File: config.mk
export PLATFORM = sky130hd
export DESIGN_NAME = multdiv_sequencer
export DESIGN_NICKNAME = d
export VERILOG_FILES = /design/src/rtl/multdiv_sequencer.sv
export SDC_FILE = /design/constraint.sdc
export NUM_CORES = 1
export LEC_CHECK = 0
export ABC_AREA = 1
export BUFFER_PORTS_ARGS = -buffer_cell sky130_fd_sc_hd__buf_2
export CAP_MARGIN = 30
export CELL_PAD_IN_SITES_DETAIL_PLACEMENT = 1
export CELL_PAD_IN_SITES_GLOBAL_PLACEMENT = 1
export CORE_UTILIZATION = 37
export DETAILED_ROUTE_END_ITERATION = 16
export HOLD_SLACK_MARGIN = 0.1
export PLACE_DENSITY_LB_ADDON = 0.1
export SETUP_SLACK_MARGIN = 0.2
export SLEW_MARGIN = 30
export SYNTH_ARGS = -nofsm -noshare
export SYNTH_HDL_FRONTEND = slang
export SYNTH_SLANG_ARGS = --single-unit
File: constraint.sdc
create_clock -name clock -period 4 [get_ports clock]
set_input_delay 0.2 -clock clock [delete_from_list [all_inputs] [get_ports clock]]
set_output_delay 0.2 -clock clock [all_outputs]
set_load 0.01 [all_outputs]
File: src/rtl/multdiv_sequencer.sv
// -----------------------------------------------------------------------------
// multdiv_sequencer
//
// Multi-cycle sequencer for the processor's mult/div unit. Decodes R-type
// mul/div from the instruction fields, fires a one-cycle start pulse at the
// unit, then holds the pipeline stalled until the unit reports a result or a
// timeout fires. The following cycle (DONE) drives exactly one register-file
// writeback: the result to rd, or an exception code to the status register.
//
// Ports:
//   clock        in   system clock, rising edge
//   reset        in   asynchronous, active-high reset
//   opcode       in   instruction[31:27]
//   aluOp        in   instruction[6:2]
//   rd           in   destination register, instruction[26:22]
//   md_result    in   mult/div unit result
//   md_exception in   mult/div unit exception, valid with md_ready
//   md_ready     in   mult/div unit result-ready pulse
//   ctrl_MULT    out  one-cycle mul start pulse (combinational, IDLE only)
//   ctrl_DIV     out  one-cycle div start pulse (combinational, IDLE only)
//   stall        out  freezes PC and blocks the main regfile write
//   wb_en        out  regfile write enable from this block (DONE only)
//   wb_reg       out  regfile write address (holds last value outside DONE)
//   wb_data      out  regfile write data (holds last value outside DONE)
//   busy         out  high while waiting on the mult/div unit
// -----------------------------------------------------------------------------
module multdiv_sequencer #(
    parameter int TIMEOUT_CYCLES = 40,
    parameter int RSTATUS_REG    = 30,
    parameter int MUL_EXC_CODE   = 4,
    parameter int DIV_EXC_CODE   = 5
) (
    input  logic        clock,
    input  logic        reset,
    input  logic [4:0]  opcode,
    input  logic [4:0]  aluOp,
    input  logic [4:0]  rd,
    input  logic [31:0] md_result,
    input  logic        md_exception,
    input  logic        md_ready,
    output logic        ctrl_MULT,
    output logic        ctrl_DIV,
    output logic        stall,
    output logic        wb_en,
    output logic [4:0]  wb_reg,
    output logic [31:0] wb_data,
    output logic        busy
);

    localparam int CNT_W = $clog2(TIMEOUT_CYCLES) + 1;

    typedef enum logic [1:0] {
        IDLE,
        BUSY,
        DONE
    } state_t;

    state_t           state;
    logic [CNT_W-1:0] busy_cnt;
    logic             op_div_q;   // latched op type: 1 = div, 0 = mul
    logic [4:0]       rd_q;       // latched destination register

    logic is_rtype;
    logic is_mul;
    logic is_div;
    logic start;
    logic timeout;
    logic exc_next;

    assign is_rtype = (opcode == 5'b00000);
    assign is_mul   = is_rtype && (aluOp == 5'b00110);
    assign is_div   = is_rtype && (aluOp == 5'b00111);

    // Decode only in IDLE: the instruction is still held on the bus during
    // DONE and must not retrigger.
    assign start     = (is_mul || is_div) && (state == IDLE);
    assign ctrl_MULT = is_mul && (state == IDLE);
    assign ctrl_DIV  = is_div && (state == IDLE);

    // Stall is raised in the decode cycle itself so the PC never advances
    // past the mul/div; it drops in DONE so the PC moves on at its end.
    assign stall = start || (state == BUSY);
    assign busy  = (state == BUSY);

    assign timeout = (busy_cnt == CNT_W'(TIMEOUT_CYCLES - 1));

    // A real md_ready always wins over a coincident timeout; a bare timeout
    // is reported as an exception.
    assign exc_next = md_ready ? md_exception : 1'b1;

    // NOTE: asynchronous reset; every register here is a small control or
    // datapath register, so all of them are cleared and no reset-less storage
    // is involved.
    always_ff @(posedge clock or posedge reset) begin
        if (reset) begin
            state    <= IDLE;
            busy_cnt <= '0;
            op_div_q <= 1'b0;
            rd_q     <= 5'd0;
            wb_en    <= 1'b0;
            wb_reg   <= 5'd0;
            wb_data  <= 32'd0;
        end else begin
            // NOTE: sequential state uses non-blocking assignments so every
            // register samples pre-edge values regardless of statement order.
            unique case (state)
                IDLE: begin
                    wb_en <= 1'b0;
                    if (start) begin
                        op_div_q <= is_div;
                        rd_q     <= rd;
                        busy_cnt <= '0;
                        state    <= BUSY;
                    end
                end

                BUSY: begin
                    busy_cnt <= busy_cnt + CNT_W'(1);
                    if (md_ready || timeout) begin
                        state <= DONE;
                        // The writeback registers double as the latched
                        // result/exception, so the DONE-cycle write comes
                        // straight from flops.
                        if (exc_next) begin
                            wb_en   <= 1'b1;
                            wb_reg  <= 5'(RSTATUS_REG);
                            wb_data <= op_div_q ? 32'(DIV_EXC_CODE)
                                                : 32'(MUL_EXC_CODE);
                        end else if (rd_q != 5'd0) begin
                            wb_en   <= 1'b1;
                            wb_reg  <= rd_q;
                            wb_data <= md_result;
                        end
                    end
                end

                DONE: begin
                    wb_en <= 1'b0;
                    state <= IDLE;
                end

                default: begin
                    wb_en <= 1'b0;
                    state <= IDLE;
                end
            endcase
        end
    end

endmodule

### After elaboration in Yosys (flattened, before gate mapping)

Cells that the tools add are included.
W data, S select, Z words.

| storage, ports and cells | value |
|---|---|
| flip-flop bits (word level) | 53 |
| output and inout port bits | 42 |
| word-level logic and storage cells | 48 |
| input port bits | 51 |

| cells by class | value |
|---|---|
| reductions and logical operators | 18 |
| add/sub/neg operators | 1 |
| mux-type cells | 15 |
| equal/unequal tests | 7 |

Operators by type and width:

| kind | number |
|---|---|
| $mux W32 | 2 |
| $pmux W7 S2 | 1 |
| $eq A5 B3 Y1 const B | 2 |
| $mux W5 | 2 |
| $reduce_and A2 Y1 | 4 |
| $add A7 B1 Y7 const B | 1 |
| $eq A7 B6 Y1 const B | 1 |
| $mux W7 | 1 |
| $mux W1 | 6 |
| $logic_and A1 B1 Y1 | 5 |
| $logic_not A5 Y1 | 1 |
| $reduce_bool A5 Y1 | 1 |
| $mux W2 | 2 |
| $pmux W2 S2 | 1 |
| $reduce_bool A2 Y1 | 2 |
| $logic_or A1 B1 Y1 | 3 |
| $ne A3 B1 Y1 const B | 1 |
| $reduce_and A3 Y1 | 1 |
| $eq A2 B1 Y1 const B | 1 |
| $logic_not A2 Y1 | 1 |
| $ne A2 B1 Y1 const B | 1 |
| $ne A2 B2 Y1 const B | 1 |

### Logic depth before layout (Yosys ltp)

Gate-level depths: netlist (run 1).

| logic depth | value |
|---|---|
| depth in word-level cells | 6 |
| depth in mapped cells | 10 |
| mapped depth without buffers | 8 |

### Worst setup path after synthesis (run 1)

Ideal clock, no wire load.

| timing path | value |
|---|---|
| path kind | flip-flop to flip-flop |
| start | register busy_cnt[0] |
| end | register wb_data[10] |
| cell stages (with the launch flop) | 10 |
| path buffers | 2 |
| library setup time | 0.117 ns |
| arrival | 1.310 ns |
| required time | 3.883 ns |
| setup slack | 2.574 ns |
| clock period less this slack | 1.426 ns |
| path through | dfrtp_1 -> ha_1 -> nand2_1 -> inv_2 -> nand3_1 -> nand2_1 -> buf_2 -> buf_2 -> nand3_1 -> nand2_1 |

| on the way | value |
|---|---|
| word-level cells in the longest chain between the ends | 3 |

Ends and longest elaborated chain:

| what | RTL line | RTL |
|---|---|---|
| start: declaration | 59 | `logic [CNT_W-1:0] busy_cnt;` |
| start signal: assignment | 118 | `busy_cnt <= busy_cnt + CNT_W'(1);` |
| $eq A7 B6 Y1 | 85 | `assign timeout = (busy_cnt == CNT_W'(TIMEOUT_CYCLES - 1));` |
| $logic_or A1 B1 Y1 | 119 | `if (md_ready \|\| timeout) begin` |
| $reduce_and A3 Y1 (no source line) | -- |  |
| end signal: assignment | 127 | `wb_data <= op_div_q ? 32'(DIV_EXC_CODE)` |
| end signal: assignment | 132 | `wb_data <= md_result;` |
| end: declaration | 46 | `output logic [31:0] wb_data,` |

Every way passes these cells.
A chain may end at the register's enable or synchronous reset.

### Final worst setup path (run 1)

| timing path | value |
|---|---|
| start | register busy_cnt[0] |
| end | register wb_data[24] |

Same word-level chain as after synthesis.

==> metrics, run 1 <==
status finished clean; hold path start rd[0]; GPL Wtd Cong roughly 0.76; post-synth top area share 50.8%; min-delay worst type input port to flip-flop; vias in the first global route 2,579; Setup Skew slightly below 0.008 ns; Cell Area, Synth 0.00261 mm^2; synthesis-stage register bit count between 50 and 60; crit share post-route 49.1%; # IOs 93; Core ar. approximately 0.0068 mm^2; I/O Buffers between 90 and 100; drt first-iter violations a little over 80; Setup crit start busy_cnt[0]; worst slew pin tran 0.692 ns; number of synthesis warnings 0; Pre-antenna DRT Iters 4; Clock Pin Slew Worst Setup and Hold Paths 0.10 ns; Vias 2,444; max_cap viols 0; FP Rows 30; clock buffer depth 2; ANT cells 0; share of cells above drive strength 1 26.6%; max FFs per register 32; Clock Latency Late Sink 0.31 ns; Worst Path Max Fanout 38; final HPWL from detailed placement 4650 um; Worst IR Drop VDD approximately 0.2 mV; sequential area share after synthesis about half; Tot Pwr 1.06 mW; Nets 487; routed length per instance ~13 um; worst setup margin 2.04 ns; RSZ-0062 raised after global routing no; # clock sinks 53; Largest regs wb_data: 32 flops, busy_cnt: 7 flops; top cells by area, synth dfrtp_1, nand2_1, nand3_1; Slew Limit Headroom between 50% and 60%; Reg-to-Reg Start busy_cnt[0]; Biggest register wb_data; first-pass GRT wire length about 12,000 um; CTS tree done; leakage power 1.97 nW; All-Layer GR Usage 19.8%; CP bufs+invs 3; Total Wirelength between 6000 and 7000 um; Fmax achieved 509 MHz; die height 86.0 um; dpl ws 2.04 ns; root buf cell clkbuf_8; CTS buffer count 5; Cell Pwr Density 330 mW/mm^2; Mapped Avg Cell Area ~7.5 um^2; Tmin final 1.96 ns; initial core utilization 38.5%; setup TNS 0 ns; final setup vio count 0; grt total ovfl 0; max-slew violations 0; Worst EP required 4.21 ns; initial antenna violation count 0; CP delay by family, top buffers and inverters; CP startpoint kind flip-flop; hold_ws 0.122 ns; final hold viol count 0; Die W 86.0 um; worst-path cell chain ha_1 > nand2_1 > inv_2 > nand3_1 > nand2_1 > buf_4 > nand2_1 > buf_4 > nand2_1 > nand2_1; Syn Inst Count roughly 350; CP endpoint kind flip-flop; H-tree levels 2; postcts setup bufs 0; Yosys cell types 21; Final ANT Viol Nets 0; DRC 0; cts hold-fix bufs 1; total die area around 0.0074 mm^2; Worst path max stage delay 0.41 ns; critical path class flip-flop to flip-flop; syn_nets 399; largest area contributor in the netlist dfrtp_1; WP data arrival 2.17 ns; routed vias/inst 4.59; Layout area overhead 23.3%; Post-CTS Resized 0; cell mode on critical path nand2_1; largest net degree at the start of global routing 54; Critical-path top delay cell dfrtp_1
==> placed cells by master (no fill, tap or decap), drive strengths merged <==
cell         instances
nor3                 1
dfrtp               53
nor2                48
clkinv               2
a21oi                2
or2                  6
nand2              106
o21ai                9
clkbuf               6
dlygate4sd3          1
buf                 96
ha                   1
nand3               52
inv                 51
nand4                2
==> layer usage <==
| layer | track usage, % | routed length, um |
|---|---|---|
| met5 | 0 | 0 |
| met4 | 5.00 | 68 |
| met3 | 4.33 | 346 |
| met2 | 34.3 | 3320 |
| met1 | 24.9 | 3060 |
==> kinds of logic after synthesis <==
group,Yosys count,share of synthesized area [%]
buf+inv,67,10.9
simple gates,215,35.7
compound gates,11,2.11
flops,53,50.8
fa+ha+maj,1,0.479
==> cell usage after synthesis, drive strengths merged <==
cell type / n
nand2: 106
dfrtp: 53
nand3: 52
inv: 51
nor2: 48
buf: 13
o21ai: 9
or2: 6
clkbuf: 3
a21oi: 2
nand4: 2
ha: 1
nor3: 1
==> layout make-up <==
| class | instances | area, um^2 |
|---|---|---|
| tap | 96 | 120 |
| sequential | 53 | 1330 |
| inverter | 51 | 191 |
| clock buffer | 6 | 72.6 |
| fill | 917 | 3570 |
| multi-input combinational | 227 | 1000 |
| timing repair buffer | 97 | 500 |
| clock inverter | 2 | 10.0 |
==> worst paths after layout <==
| check | cells past startpoint | end | slack [ns] |
|---|---|---|---|
| max reg2reg | 10 | wb_data[24] | 2.04 |
| min | 3 | rd_q[0] | 0.12 |
| max | 10 | wb_data[24] | 2.04 |
| min reg2reg | 2 | wb_data[10] | 0.47 |
| min in group asynchronous | 4 | wb_data[1] | 0.61 |
| max in group asynchronous | 4 | busy_cnt[2] | 2.92 |
==> report_power, final <==
part | switching, mW | total, mW | internal (mW)
clock | 0.177 | 0.299 | 0.122
combinational | 0.0963 | 0.162 | 0.0658
sequential | 0.0300 | 0.600 | 0.570
total | 0.304 | 1.06 | 0.758
==> per-stage QoR <==
| stage | instance area, um^2 | util, % | std cells |
|---|---|---|---|
| finish | 3220 | 47.4 | 532 |
| detailed placement | 3130 | 46.1 | 523 |
| global route | 3220 | 47.4 | 532 |
| global placement | 3130 | 46.1 | 523 |
| CTS | 3220 | 47.4 | 532 |
| floorplan | 2610 | - | 347 |
==> worst register-to-register path, stage by stage (launching register included) <==
cell and delay (ns):
dfrtp_1 0.41, ha_1 0.18, nand2_1 0.08, inv_2 0.07, nand3_1 0.10, nand2_1 0.08, buf_4 0.37, nand2_1 0.12
buf_4 0.29, nand2_1 0.12, nand2_1 0.06
Power figures use the tool's default switching activity.
==> inputs of run 2 (changes only) <==
--- a/config.mk
+++ b/config.mk
@@ -10,7 +10,7 @@
 export CAP_MARGIN = 30
 export CELL_PAD_IN_SITES_DETAIL_PLACEMENT = 1
 export CELL_PAD_IN_SITES_GLOBAL_PLACEMENT = 1
-export CORE_UTILIZATION = 37
+export CORE_UTILIZATION = 35
 export DETAILED_ROUTE_END_ITERATION = 16
 export HOLD_SLACK_MARGIN = 0.1
 export PLACE_DENSITY_LB_ADDON = 0.1
==> constraint.sdc (replaced) <==
create_clock -name clock -period 1.83 [get_ports clock]
set_input_delay 0.0915 -clock clock [delete_from_list [all_inputs] [get_ports clock]]
set_output_delay 0.0915 -clock clock [all_outputs]
set_load 0.01 [all_outputs]
==> run 2 against run 1 <==
Wire length grew 4.3%. Cell area grew 7.5%. Largest power group unchanged. Combinational power grew 140%. Via count grew 1.3%. Utilization grew 0.58 points. Cell count grew 3.8%. Hold slack lost 0.018 ns. Die area grew 5.6%. Maximum frequency grew 28%. Power grew 130%.
==> metrics, run 2 (synthesized netlist as in run 1, its figures left out) <==
worst reg2reg setup slack 0.29 ns (was 2.04 ns); CTS buffer count 5 (unchanged); CTS tree done (unchanged); GRT Max-Usage Layer met2 (unchanged); die height 88.4 um (was 86.0 um); status finished clean (unchanged); Layout area overhead 32.6% (was 23.3%); WP data arrival 1.79 ns (was 2.17 ns); share of cells above drive strength 1 27.6% (was 26.6%); Worst EP required 2.08 ns (was 4.21 ns); routed length per instance 12.8 um (about the same); GPL Wtd Cong 0.764 (was 0.763); hold path cells 5 (was 3); All-Layer GR Usage 18.4% (was 19.8%); leakage power 2.07 nW (was 1.97 nW); met1 GRT Util 22.5% (was 24.9%); H-tree levels 2 (unchanged); final setup vio count 0 (unchanged); commonest non-fill, non-tap cell in the layout nand2_1 (unchanged); CP endpoint kind flip-flop (unchanged); max_cap viols 0 (unchanged); Nets 504 (was 487); initial antenna violation count 0 (unchanged); first-pass GRT wire length 11,300 um (was 11,600 um); Clock Latency Late Sink 0.30 ns (was 0.31 ns); Worst IR Drop VDD 0.270 mV (was 0.202 mV); worst slew pin tran 0.427 ns (was 0.692 ns); critical path class flip-flop to flip-flop (unchanged); max-slew violations 0 (unchanged); I/O Buffers 92 (unchanged); routed vias/inst 4.48 (was 4.59); Worst Reg2Reg Path Length in Cells 9 (was 10); min-delay worst type input port to flip-flop (unchanged); Worst path max stage delay 0.44 ns (was 0.41 ns); Worst Path Max Fanout 19 (was 38); # clock sinks 53 (unchanged); Die W 88.4 um (was 86.0 um); Biggest register wb_data (unchanged); final hold viol count 0 (unchanged); Core ar. 0.00721 mm^2 (was 0.00679 mm^2); Vias 2,475 (was 2,444); dpl cell area 0.00318 mm^2 (was 0.00313 mm^2); Total Wirelength 7080 um (was 6790 um); Setup Skew 0.00992 ns (was 0.00778 ns); Slew Limit Headroom 71.5% (was 53.9%); ANT cells 0 (unchanged); Clock Pin Slew Worst Setup and Hold Paths 0.10 ns (about the same); setup TNS 0 ns (unchanged); total die area 0.00781 mm^2 (was 0.00740 mm^2); Pre-antenna DRT Iters 4 (unchanged); Final ANT Viol Nets 0 (unchanged); FP Rows 31 (was 30); worst-path cell chain ha_1 > nand2_1 > inv_2 > nand3_1 > nand2_2 > nand2_2 > clkbuf_16 > nand2_1 > nand2_1 (was ha_1 > nand2_1 > inv_2 > nand3_1 > nand2_1 > buf_4 > nand2_1 > buf_4 > nand2_1 > nand2_1); commonest cells after routing, fill and taps aside nand2_1, buf_2, dfrtp_1 (unchanged); clock buffer depth 2 (unchanged); drt first-iter violations 103 (was 81); RSZ-0062 raised after global routing yes (was no); cell mode on critical path nand2_1 (unchanged); initial core utilization 36.2% (was 38.5%); Largest regs wb_data: 32 flops, busy_cnt: 7 flops (unchanged); Tmin final 1.54 ns (was 1.96 ns); vias in the first global route 2,525 (was 2,579); crit share post-route 84.1% (was 49.1%); met2 Usage GRT 34.1% (was 34.3%); DRC 0 (unchanged); CP startpoint kind flip-flop (unchanged); Finished Cell Area 0.00346 mm^2 (was 0.00322 mm^2); final HPWL from detailed placement 4820 um (was 4650 um); Post-Route Utilization 48.0% (was 47.4%); largest net degree at the start of global routing 39 (was 54); grt total ovfl 0 (unchanged); # IOs 93 (unchanged); max FFs per register 32 (unchanged); Critical-path top delay cell dfrtp_1 (unchanged); root buf cell clkbuf_8 (unchanged); Cell Pwr Density 703 mW/mm^2 (was 330 mW/mm^2); GR Layer Usage met3 2.80% (was 4.33%); Fmax achieved 650 MHz (was 509 MHz)
[run 2: changes by cell type in the layout (fill, tap and decap cells not counted), sizes merged]
cell | previous run | this run
dlygate4sd3 | 1 | 13
buf | 96 | 100
clkinv | 2 | 1
clkbuf | 6 | 8
[run 2: per-layer routing]
layer / wire [um] / part of all wire (%)
met5: 0 / 0
met4: 24 / 0.34
met3: 266 / 3.8
met2: 3600 / 51
met1: 3190 / 45
[run 2: area by class of cell]
class / instances / area, um^2
timing repair buffer: 114 / 704
clock inverter: 1 / 5.00
sequential: 53 / 1330
inverter: 51 / 191
fill: 949 / 3750
tap: 99 / 124
multi-input combinational: 227 / 1020
clock buffer: 7 / 96.3
[run 2: worst max-delay path, delay by kind of cell, from the launching register on]
kind / cells / cell delay [ns]
AND/OR/NAND/NOR: 6 / 0.57
flip-flops: 1 / 0.44
buffers and inverters: 2 / 0.24
adder cells (fa/ha/maj): 1 / 0.22
[run 2: worst paths after layout]
path,startpoint,endpoint
hold / removal,md_result[13],wb_data[13]
setup / recovery,busy_cnt[0],wb_data[20]
hold reg to reg,wb_data[15],wb_data[15]
min in group asynchronous,reset,wb_data[1]
setup reg to reg,busy_cnt[0],wb_data[20]
max in group asynchronous,reset,wb_data[17]
[run 2: timing repair]
item | in CTS | in global routing
gates cloned | 0 | 1
resized for setup | 1 | 4
hold endpoints to repair | 29 | 0
setup buffers | 1 | 0
hold buffers | 13 | 0
pin swaps | 1 | 1
endpoints found under the setup margin | 38 | 39
[run 2: power by group]
part	switching (mW)	internal [mW]
Clock	0.393	0.343
Combinational	0.218	0.168
Sequential	0.0676	1.25
Total	0.679	1.76
[run 2: per-stage QoR]
stage                     cells  setup WS, ns  total power [mW]  hold WS, ns
after floorplan             347         0.404              1.53        0.224
after global placement      529         0.240              1.69        0.113
after detailed placement    529         0.202              1.71        0.118
after CTS                   551         0.204              2.47        0.100
after global routing        552         0.171              2.57        0.119
final                       552         0.291              2.44        0.104
